--- src/rtl/pipe_hazard_ctrl.sv ---
// Stall/flush sequencer for the 5-stage pipeline: load-use bubbles, ID-stage branch
// flushes, data-memory wait freezes with timeout flag, and debug halt.
module pipe_hazard_ctrl #(
    parameter int REG_W       = 5,
    parameter int CNT_W       = 16,
    parameter int MEM_TIMEOUT = 15
) (
    input  logic             clk,
    input  logic             rst,
    input  logic [REG_W-1:0] id_rs,
    input  logic [REG_W-1:0] id_rt,
    input  logic             id_uses_rt,
    input  logic             id_branch_taken,
    input  logic             ex_mem_read,
    input  logic [REG_W-1:0] ex_rt,
    input  logic             mem_req,
    input  logic             mem_ready,
    input  logic             halt_req,
    input  logic             err_clr,
    output logic             pc_write,
    output logic             if_id_write,
    output logic             if_flush,
    output logic             id_ex_bubble,
    output logic             ex_mem_write,
    output logic             halted,
    output logic             mem_err,
    output logic [CNT_W-1:0] stall_cycles
);

    localparam int WAIT_W = $clog2(MEM_TIMEOUT + 1);
    localparam logic [WAIT_W-1:0] WAIT_MAX = WAIT_W'(MEM_TIMEOUT);

    typedef enum logic [1:0] {
        S_RUN,
        S_MEM_WAIT,
        S_HALT
    } state_t;

    state_t            state_q, state_d;
    logic [WAIT_W-1:0] wait_cnt_q, wait_cnt_d;
    logic [CNT_W-1:0]  stall_cycles_q, stall_cycles_d;
    logic              mem_err_q, mem_err_d;
    logic              load_use;
    logic              resolve;

    // A load into r0 never produces a value worth waiting for.
    assign load_use = ex_mem_read && (ex_rt != '0) &&
                      ((ex_rt == id_rs) || (id_uses_rt && (ex_rt == id_rt)));

    always_comb begin
        pc_write     = 1'b1;
        if_id_write  = 1'b1;
        if_flush     = 1'b0;
        id_ex_bubble = 1'b0;
        ex_mem_write = 1'b1;
        halted       = 1'b0;
        state_d      = state_q;
        wait_cnt_d   = wait_cnt_q;
        resolve      = 1'b0;

        case (state_q)
            S_RUN: begin
                if (mem_req && !mem_ready) begin
                    pc_write     = 1'b0;
                    if_id_write  = 1'b0;
                    ex_mem_write = 1'b0;
                    state_d      = S_MEM_WAIT;
                    wait_cnt_d   = WAIT_W'(1);
                end else begin
                    resolve = 1'b1;
                end
            end
            S_MEM_WAIT: begin
                if (!mem_ready) begin
                    pc_write     = 1'b0;
                    if_id_write  = 1'b0;
                    ex_mem_write = 1'b0;
                    if (wait_cnt_q != WAIT_MAX) begin
                        wait_cnt_d = wait_cnt_q + 1'b1;
                    end
                end else begin
                    resolve    = 1'b1;
                    wait_cnt_d = '0;
                    state_d    = S_RUN;
                end
            end
            S_HALT: begin
                halted       = 1'b1;
                pc_write     = 1'b0;
                if_id_write  = 1'b0;
                ex_mem_write = 1'b0;
                if (!halt_req) begin
                    state_d = S_RUN;
                end
            end
            default: begin
                state_d    = S_RUN;
                wait_cnt_d = '0;
            end
        endcase

        // Shared by a plain RUN cycle and the cycle a memory wait completes.
        if (resolve) begin
            if (halt_req) begin
                pc_write     = 1'b0;
                if_id_write  = 1'b0;
                ex_mem_write = 1'b0;
                state_d      = S_HALT;
            end else if (load_use) begin
                pc_write     = 1'b0;
                if_id_write  = 1'b0;
                id_ex_bubble = 1'b1;
            end else if (id_branch_taken) begin
                if_flush = 1'b1;
            end
        end

        if (rst) begin
            pc_write     = 1'b0;
            if_id_write  = 1'b0;
            if_flush     = 1'b1;
            id_ex_bubble = 1'b1;
            ex_mem_write = 1'b0;
            halted       = 1'b0;
        end
    end

    // Timeout is re-asserted every cycle the wait sits at the limit, so a clear
    // only sticks once the access has finally completed.
    always_comb begin
        mem_err_d = mem_err_q;
        if (wait_cnt_d == WAIT_MAX) begin
            mem_err_d = 1'b1;
        end else if (err_clr) begin
            mem_err_d = 1'b0;
        end
    end

    always_comb begin
        stall_cycles_d = stall_cycles_q;
        if (!pc_write && (stall_cycles_q != {CNT_W{1'b1}})) begin
            stall_cycles_d = stall_cycles_q + 1'b1;
        end
    end

    always_ff @(posedge clk or posedge rst) begin
        if (rst) begin
            state_q        <= S_RUN;
            wait_cnt_q     <= '0;
            stall_cycles_q <= '0;
            mem_err_q      <= 1'b0;
        end else begin
            state_q        <= state_d;
            wait_cnt_q     <= wait_cnt_d;
            stall_cycles_q <= stall_cycles_d;
            mem_err_q      <= mem_err_d;
        end
    end

    assign mem_err      = mem_err_q;
    assign stall_cycles = stall_cycles_q;

endmodule

--- config.mk ---
export PLATFORM = sky130hd
export DESIGN_NAME = pipe_hazard_ctrl
export DESIGN_NICKNAME = d
export VERILOG_FILES = /design/src/rtl/pipe_hazard_ctrl.sv
export SDC_FILE = /design/constraint.sdc
export NUM_CORES = 1
export LEC_CHECK = 0
export CAP_MARGIN = 10
export CORE_ASPECT_RATIO = 1.5
export CORE_MARGIN = 2
export CORE_UTILIZATION = 45
export CTS_CLUSTER_SIZE = 28
export DETAILED_ROUTE_END_ITERATION = 8
export MAX_ROUTING_LAYER = met4
export PLACE_DENSITY_LB_ADDON = 0.2
export SKIP_LAST_GASP = 1
export SLEW_MARGIN = 10
export SYNTH_ARGS = -nofsm -noshare
export SYNTH_HDL_FRONTEND = slang
export SYNTH_SLANG_ARGS = --single-unit
--- constraint.sdc ---
create_clock -name clk -period 2.8 [get_ports clk]
set_clock_uncertainty 0.1 [all_clocks]
set_input_delay 0.56 -clock clk [delete_from_list [all_inputs] [get_ports clk]]
set_output_delay 0.56 -clock clk [all_outputs]
set_load 0.02 [all_outputs]
==> results.ini, run 1 <==
[outcome]
status=finished, final reports clean

[finish]
num-fill-cells=245
stdcell_count=252
syn_to_final_growth_pct=51.3
final_core_util_pct=71.1
final_area_um2=2050
n_antenna_cell=0
finalNetCount=240
drive_above_1_share_pct=18.3

[die]
dieArea_um2=3470
die_w_um=48.8
coreArea_um2=2880
die_y_um=71.2
boundaryPins=47
row_count=24
initial_core_util_pct=47.0

[sta]
timing.fmax_mhz=370
max_slew.worst_pin.slew_ps=569
worst_slack_ps=95.5
slew_headroom_pct=61.7
fin_crit_sh_pct=96.6
layout_min_cycle_time_ps=2700
finalSetupViolations=0
timing.hold.ws_ps=403
hold_viol=0
maxSlewViolCount=0
tns_ps=0

[cts]
cts_tree=done
cts-buffers-inserted=3
ctsLongestPathBuffers=2
htree_num_levels=1
clk_pin_slew_ps=80
insertion_delay_ps=270
cts-root-buf=clkbuf_8
cts.sinks=23

[worst_setup_path]
cp_max_fo=4
cpMaxStageDelayCell=clkdlybuf4s50_1
setup.worst_path.end_class=output port
cp_slowest_stage_delay_ps=410
path_cells=clkdlybuf4s50_1 -> xor2_1 -> nor4_2 -> a32oi_1 -> nor2_2 -> a21oi_1 -> buf_2
worstSetupPathType=input pin to output port
critPathRequiredTime_ps=2140
cp_data_arrival_time_ps=2040
cp-start-kind=input pin
ff2ff_path_depth=8

[grt]
grt_pass1_vias=1268
overflow=0
antenna_found_initial=0
track_usage_pct=20.7
grt_pass1_wl_um=5550
grt_max_degree=18

[pwr]
leakagePower_nw=0.930
powerDensity_nw_per_um2=590
p_total_mw=1.21
ir_worst_vdd_uv=609

[yosys]
ys_warn_count=0
avgSynthCellArea_um2=9.27
synth_ff_type=dfrtp_1
synth_fp_nets=172
synth-seq-area-share_pct=42.5
synth-seq-cells=23
synth.most_common_cell=dfrtp_1
netlist_instances=146
synth_edf_count=0
synth_area_leaders=dfrtp_1 (43%), xor2_1 (12%), nand2_1 (5.0%)
synth.distinct_cells=39
synth-async-reset-ratio_pct=100
synth_top_area_share_pct=42.5
synthTopCellsByCount=dfrtp_1 (23), nand2_1 (18), xor2_1 (18), nor2_1 (12), inv_1 (11)
synth_top_cell_by_area=dfrtp_1
syn_area_um2=1350

[drt]
wl_per_cell_um=13.7
routed_via_density=5.09
drc=0
drt.antenna.violating_nets=0
dr.pass1.iters=4
drt_wl_total_um=3440
drt-initial-drc-count=25
vias=1283

[place]
dpl_cell_area_um2=1980
dp_slack_ps=-657
place_inst=247
dpl.hpwl_um=2700
port-buffer-count=46
gp_congestion=0.830

[min_path]
worstHoldPathType=flop to flop
hold_depth=1

[job]
drv_cap=0

worst max-delay path: cells and delay by family:
family,cells,cell delay (ps)
AO/OA/AOI/OAI,2,280
XOR/XNOR,1,150
buffers and inverters,2,580
AND/OR/NAND/NOR,2,460
worst paths after layout:
| check | slack [ps] | to | from |
|---|---|---|---|
| max | 100 | if_id_write | id_rt[4] |
| min in group asynchronous | 620 | stall_cycles[12] | rst |
| min reg2reg | 400 | stall_cycles[15] | stall_cycles[15] |
| max reg2reg | 380 | stall_cycles[3] | stall_cycles[0] |
| max in group asynchronous | 1740 | stall_cycles[9] | rst |
| min | 400 | stall_cycles[15] | stall_cycles[15] |
flip-flops by register name (all words and copies together) (netlist names):
signal and count:
mem_err 1, stall_cycles 16, state_q 2, wait_cnt_q 4
report_power, final:
| group | leakage (nW) | total, mW | switching (mW) | internal [mW] |
|---|---|---|---|---|
| logic | 0.622 | 0.504 | 0.252 | 0.252 |
| clock network | 0.0217 | 0.209 | 0.109 | 0.101 |
| registers | 0.287 | 0.494 | 0.0879 | 0.407 |
per-layer routing:
metal / routed length [µm] / vias up / GRT usage, %
met4: 49 / 0 / 6.67
met5: 0 / - / -
li1: - / 629 / -
met1: 1350 / 600 / 21.9
met3: 161 / 8 / 2.95
met2: 1890 / 46 / 39.0
logic make-up (layout without fill, tap and decap cells):
family | after synthesis | count (layout) | synth area share [%]
compound gates | 20 | 20 | 11.5
xor+xnor | 24 | 24 | 15.5
fa+ha+maj | 2 | 2 | 1.85
buf+inv | 14 | 81 | 4.71
flops | 23 | 23 | 42.5
mux | 4 | 4 | 3.14
simple gates | 59 | 59 | 20.8
placed cells by master, fill, tap and decap left out, types with 2 or more instances in the layout:
master	n
a21oi_1	4
buf_2	2
buf_4	21
clkbuf_8	3
clkdlybuf4s50_1	35
dfrtp_1	23
dlygate4sd2_1	6
ha_1	2
inv_1	11
mux2i_1	2
nand2_1	18
nand3_1	7
nor2_1	11
nor3_1	7
nor3_2	2
nor4_1	3
o21ai_0	2
o22ai_1	2
or3_1	2
xnor2_1	6
xor2_1	17
repair_timing:
item / CTS / global route
hold buffers: 0 / 0
setup buffers: 1 / 0
pin swaps: 4 / 3
gates resized for setup: 28 / 5
setup endpoints to repair: 5 / 5
layout make-up:
type / instances / area [µm²] / share of cell area, %
repair buffers: 66 / 594 / 29.0
well taps: 39 / 48.8 / 2.38
flip-flops and latches: 23 / 576 / 28.1
clock buffers: 3 / 41.3 / 2.02
multi-input cells: 109 / 739 / 36.1
clock inverters: 1 / 7.51 / 0.367
inverters: 11 / 41.3 / 2.02
No activity file was read; power rests on OpenSTA's default activity.
==> run 2: changes to the inputs <==
--- a/config.mk
+++ b/config.mk
@@ -5,10 +5,11 @@
 export SDC_FILE = /design/constraint.sdc
 export NUM_CORES = 1
 export LEC_CHECK = 0
+export ABC_AREA = 1
 export CAP_MARGIN = 10
 export CORE_ASPECT_RATIO = 1.5
 export CORE_MARGIN = 2
-export CORE_UTILIZATION = 45
+export CORE_UTILIZATION = 48
 export CTS_CLUSTER_SIZE = 28
 export DETAILED_ROUTE_END_ITERATION = 8
 export MAX_ROUTING_LAYER = met4
==> run 2 against run 1 <==
Combinational power shrank 13%; power shrank 8.6%; global-route usage shrank 0.67 points; worst setup slack lost 24 ps; critical path type unchanged; largest cell class unchanged; largest power group is now registers; highest routed layer unchanged.
==> results.ini, run 2 <==
[finish]
n_antenna_cell=0  ; unchanged
syn_to_final_growth_pct=34.2  ; was 51.3%
finalNetCount=323  ; was 240
final_common_cell=nand2_1  ; was clkdlybuf4s50_1
final_area_um2=2220  ; was 2050 µm²
final_core_util_pct=66.4  ; was 71.1%
final_cell_mix=nand2_1 (84), clkdlybuf4s50_1 (38), nand3_1 (33)  ; was clkdlybuf4s50_1 (35), dfrtp_1 (23), buf_4 (21)
stdcell_count=338  ; was 252
largest_register_ffs=16  ; unchanged
drive_above_1_share_pct=9.80  ; was 18.3%

[sta]
max_slew.worst_pin.slew_ps=283  ; was 569 ps
tns_ps=0  ; unchanged
layout_min_cycle_time_ps=2730  ; was 2700 ps
timing.fmax_mhz=366  ; was 370 MHz
worst_slack_ps=71.1  ; was 95.5 ps
finalSetupViolations=0  ; unchanged
maxSlewViolCount=0  ; unchanged
hold_viol=0  ; unchanged
timing.hold.ws_ps=409  ; was 403 ps
fin_crit_sh_pct=97.5  ; was 96.6%
rsz0062_at_grt=true
slew_headroom_pct=81.0  ; was 61.7%

[pwr]
net-switching-power_mw=0.413  ; was 0.449 mW
pwr-share-clk_pct=18.5  ; was 17.3%
p_comb_share_pct=39.8  ; was 41.7%
ir_worst_vdd_uv=389  ; was 609 µV
swShare_pct=37.4  ; was 37.1%
internal_power_mw=0.691  ; was 0.759 mW
leakagePower_nw=1.15  ; was 0.930 nW
p_total_mw=1.10  ; was 1.21 mW
seq_power_share_pct=41.7  ; was 40.9%
powerDensity_nw_per_um2=496  ; was 590 nW/µm²

[cts]
ctsLongestPathBuffers=2  ; unchanged
clk_pin_slew_ps=80  ; about the same
cts.sinks=23  ; unchanged
cts-root-buf=clkbuf_8  ; unchanged
cts-buffers-inserted=3  ; unchanged
htree_num_levels=1  ; unchanged
cts_tree=done  ; unchanged
postCtsHoldBufs=0  ; unchanged
insertion_delay_ps=260  ; was 270 ps

[grt]
track_usage_pct=20.1  ; was 20.7%
overflow=0  ; unchanged
antenna_found_initial=0  ; unchanged
grt_pass1_wl_um=6090  ; was 5550 µm
grt_pass1_vias=1461  ; was 1268
grt_max_degree=19  ; was 18

[yosys]
synthTopCellsByCount=nand2_1 (84), nand3_1 (33), inv_1 (31), dfrtp_1 (23), nor2_1 (14)  ; was dfrtp_1 (23), nand2_1 (18), xor2_1 (18), nor2_1 (12), inv_1 (11)
synth_ff_type=dfrtp_1  ; unchanged
synth.distinct_cells=26  ; was 39
synth.most_common_cell=nand2_1  ; was dfrtp_1
synth_area_leaders=dfrtp_1 (35%), nand2_1 (19%), nand3_1 (10%)  ; was dfrtp_1 (43%), xor2_1 (12%), nand2_1 (5.0%)
syn_area_um2=1660  ; was 1350 µm²
synth-seq-cells=23  ; unchanged
synth_top_area_share_pct=34.7  ; was 42.5%
synth-seq-area-share_pct=34.7  ; was 42.5%
synth-async-reset-ratio_pct=100  ; unchanged
synth_edf_count=0  ; unchanged
synth_fp_nets=271  ; was 172
netlist_instances=245  ; was 146
avgSynthCellArea_um2=6.77  ; was 9.27 µm²
synth_top_cell_by_area=dfrtp_1  ; unchanged
ys_warn_count=0  ; unchanged

[die]
row_count=26  ; was 24
dieArea_um2=3950  ; was 3470 µm²
die_y_um=76.0  ; was 71.2 µm
die_w_um=52.0  ; was 48.8 µm
coreArea_um2=3350  ; was 2880 µm²
initial_core_util_pct=49.5  ; was 47.0%
boundaryPins=47  ; unchanged

[drt]
dr.pass1.iters=4  ; unchanged
drt.antenna.violating_nets=0  ; unchanged
drc=0  ; unchanged
vias=1649  ; was 1283
drt_wl_total_um=3520  ; was 3440 µm
wl_per_cell_um=10.4  ; was 13.7 µm
routed_via_density=4.88  ; was 5.09
drt-initial-drc-count=32  ; was 25

[worst_setup_path]
setup.worst_path.end_class=output port  ; unchanged
cp-start-kind=input pin  ; unchanged
path_cells=clkdlybuf4s50_1 -> inv_1 -> nand2_1 -> nand2_1 -> nor2_4 -> o21ai_1 -> a21oi_2 -> nand2_2 -> inv_2 -> dlygate4sd2_1  ; was clkdlybuf4s50_1 -> xor2_1 -> nor4_2 -> a32oi_1 -> nor2_2 -> a21oi_1 -> buf_2
cp_max_fo=4  ; unchanged
cpMaxStageDelayCell=clkdlybuf4s50_1  ; unchanged
critPathRequiredTime_ps=2140  ; about the same
cp_data_arrival_time_ps=2070  ; was 2040 ps
path_common_cell=nand2_1
worstSetupPathType=input pin to output port  ; unchanged
cp_slowest_stage_delay_ps=500  ; was 410 ps

[place]
dpl.hpwl_um=2790  ; was 2700 µm
gp_congestion=0.849  ; was 0.830
dp_slack_ps=-269  ; was -657 ps
port-buffer-count=46  ; unchanged
dpl_cell_area_um2=2180  ; was 1980 µm²
place_inst=334  ; was 247

[min_path]
worstHoldPathType=flop to flop  ; unchanged

[job]
drv_cap=0  ; unchanged

[outcome]
status=finished, final reports clean  ; unchanged

run 2: repair_timing:
item	4_1_cts	5_1_grt
gates resized for setup	5	6
gates cloned	0	0
setup endpoints to repair	5	3
buffers inserted	0	0
pin swaps	0	1
run 2: power groups by stage:
stage / combinational [mW] / clock (mW) / sequential (mW)
3_3_place_gp: 0.442 / 0 / 0.465
3_5_place_dp: 0.450 / 0 / 0.467
6_report: 0.440 / 0.204 / 0.460
4_1_cts: 0.446 / 0.213 / 0.461
5_1_grt: 0.487 / 0.221 / 0.473
2_1_floorplan: 0.219 / 0 / 0.507
run 2: logic make-up after synthesis:
group                    share of synthesized area, %
adder cells (fa/ha/maj)                          1.51
buffers and inverters                            10.5
AND/OR/NAND/NOR                                  41.2
XOR/XNOR                                         7.92
AO/OA/AOI/OAI                                    4.15
flip-flops                                       34.7
run 2: layout make-up:
cell class,instances,area (µm²)
Clock buffer,3,41.3
Clock inverter,1,5.00
Timing Repair Buffer,51,495
Sequential cell,23,576
Fill cell,272,1130
Multi-Input combinational cell,180,908
Tap cell,42,52.6
Inverter,38,146
run 2: worst paths after layout:
check / start / end / slack, ps / cells past startpoint
worst max-delay path: mem_ready / pc_write / 70 / 10
worst min-delay path: stall_cycles[14] / stall_cycles[14] / 410 / 2
worst max register to register: stall_cycles[0] / stall_cycles[8] / 900 / 9
worst min register to register: stall_cycles[14] / stall_cycles[14] / 410 / 2
max in group asynchronous: rst / wait_cnt_q[2] / 1820 / 3
min in group asynchronous: rst / state_q[1] / 610 / 3
run 2: metal layers:
metal	part of all wire (%)	vias to the layer above	GRT usage, %
met5	0	-	-
met4	1.5	0	6.32
met3	4.5	6	1.96
met2	53	31	35.9
met1	41	747	22.5
li1	-	865	-
run 2: worst max-delay path: cells and delay by family:
kind	cells	cell delay, ps
simple gates	4	350
buf+inv	4	940
compound gates	2	220
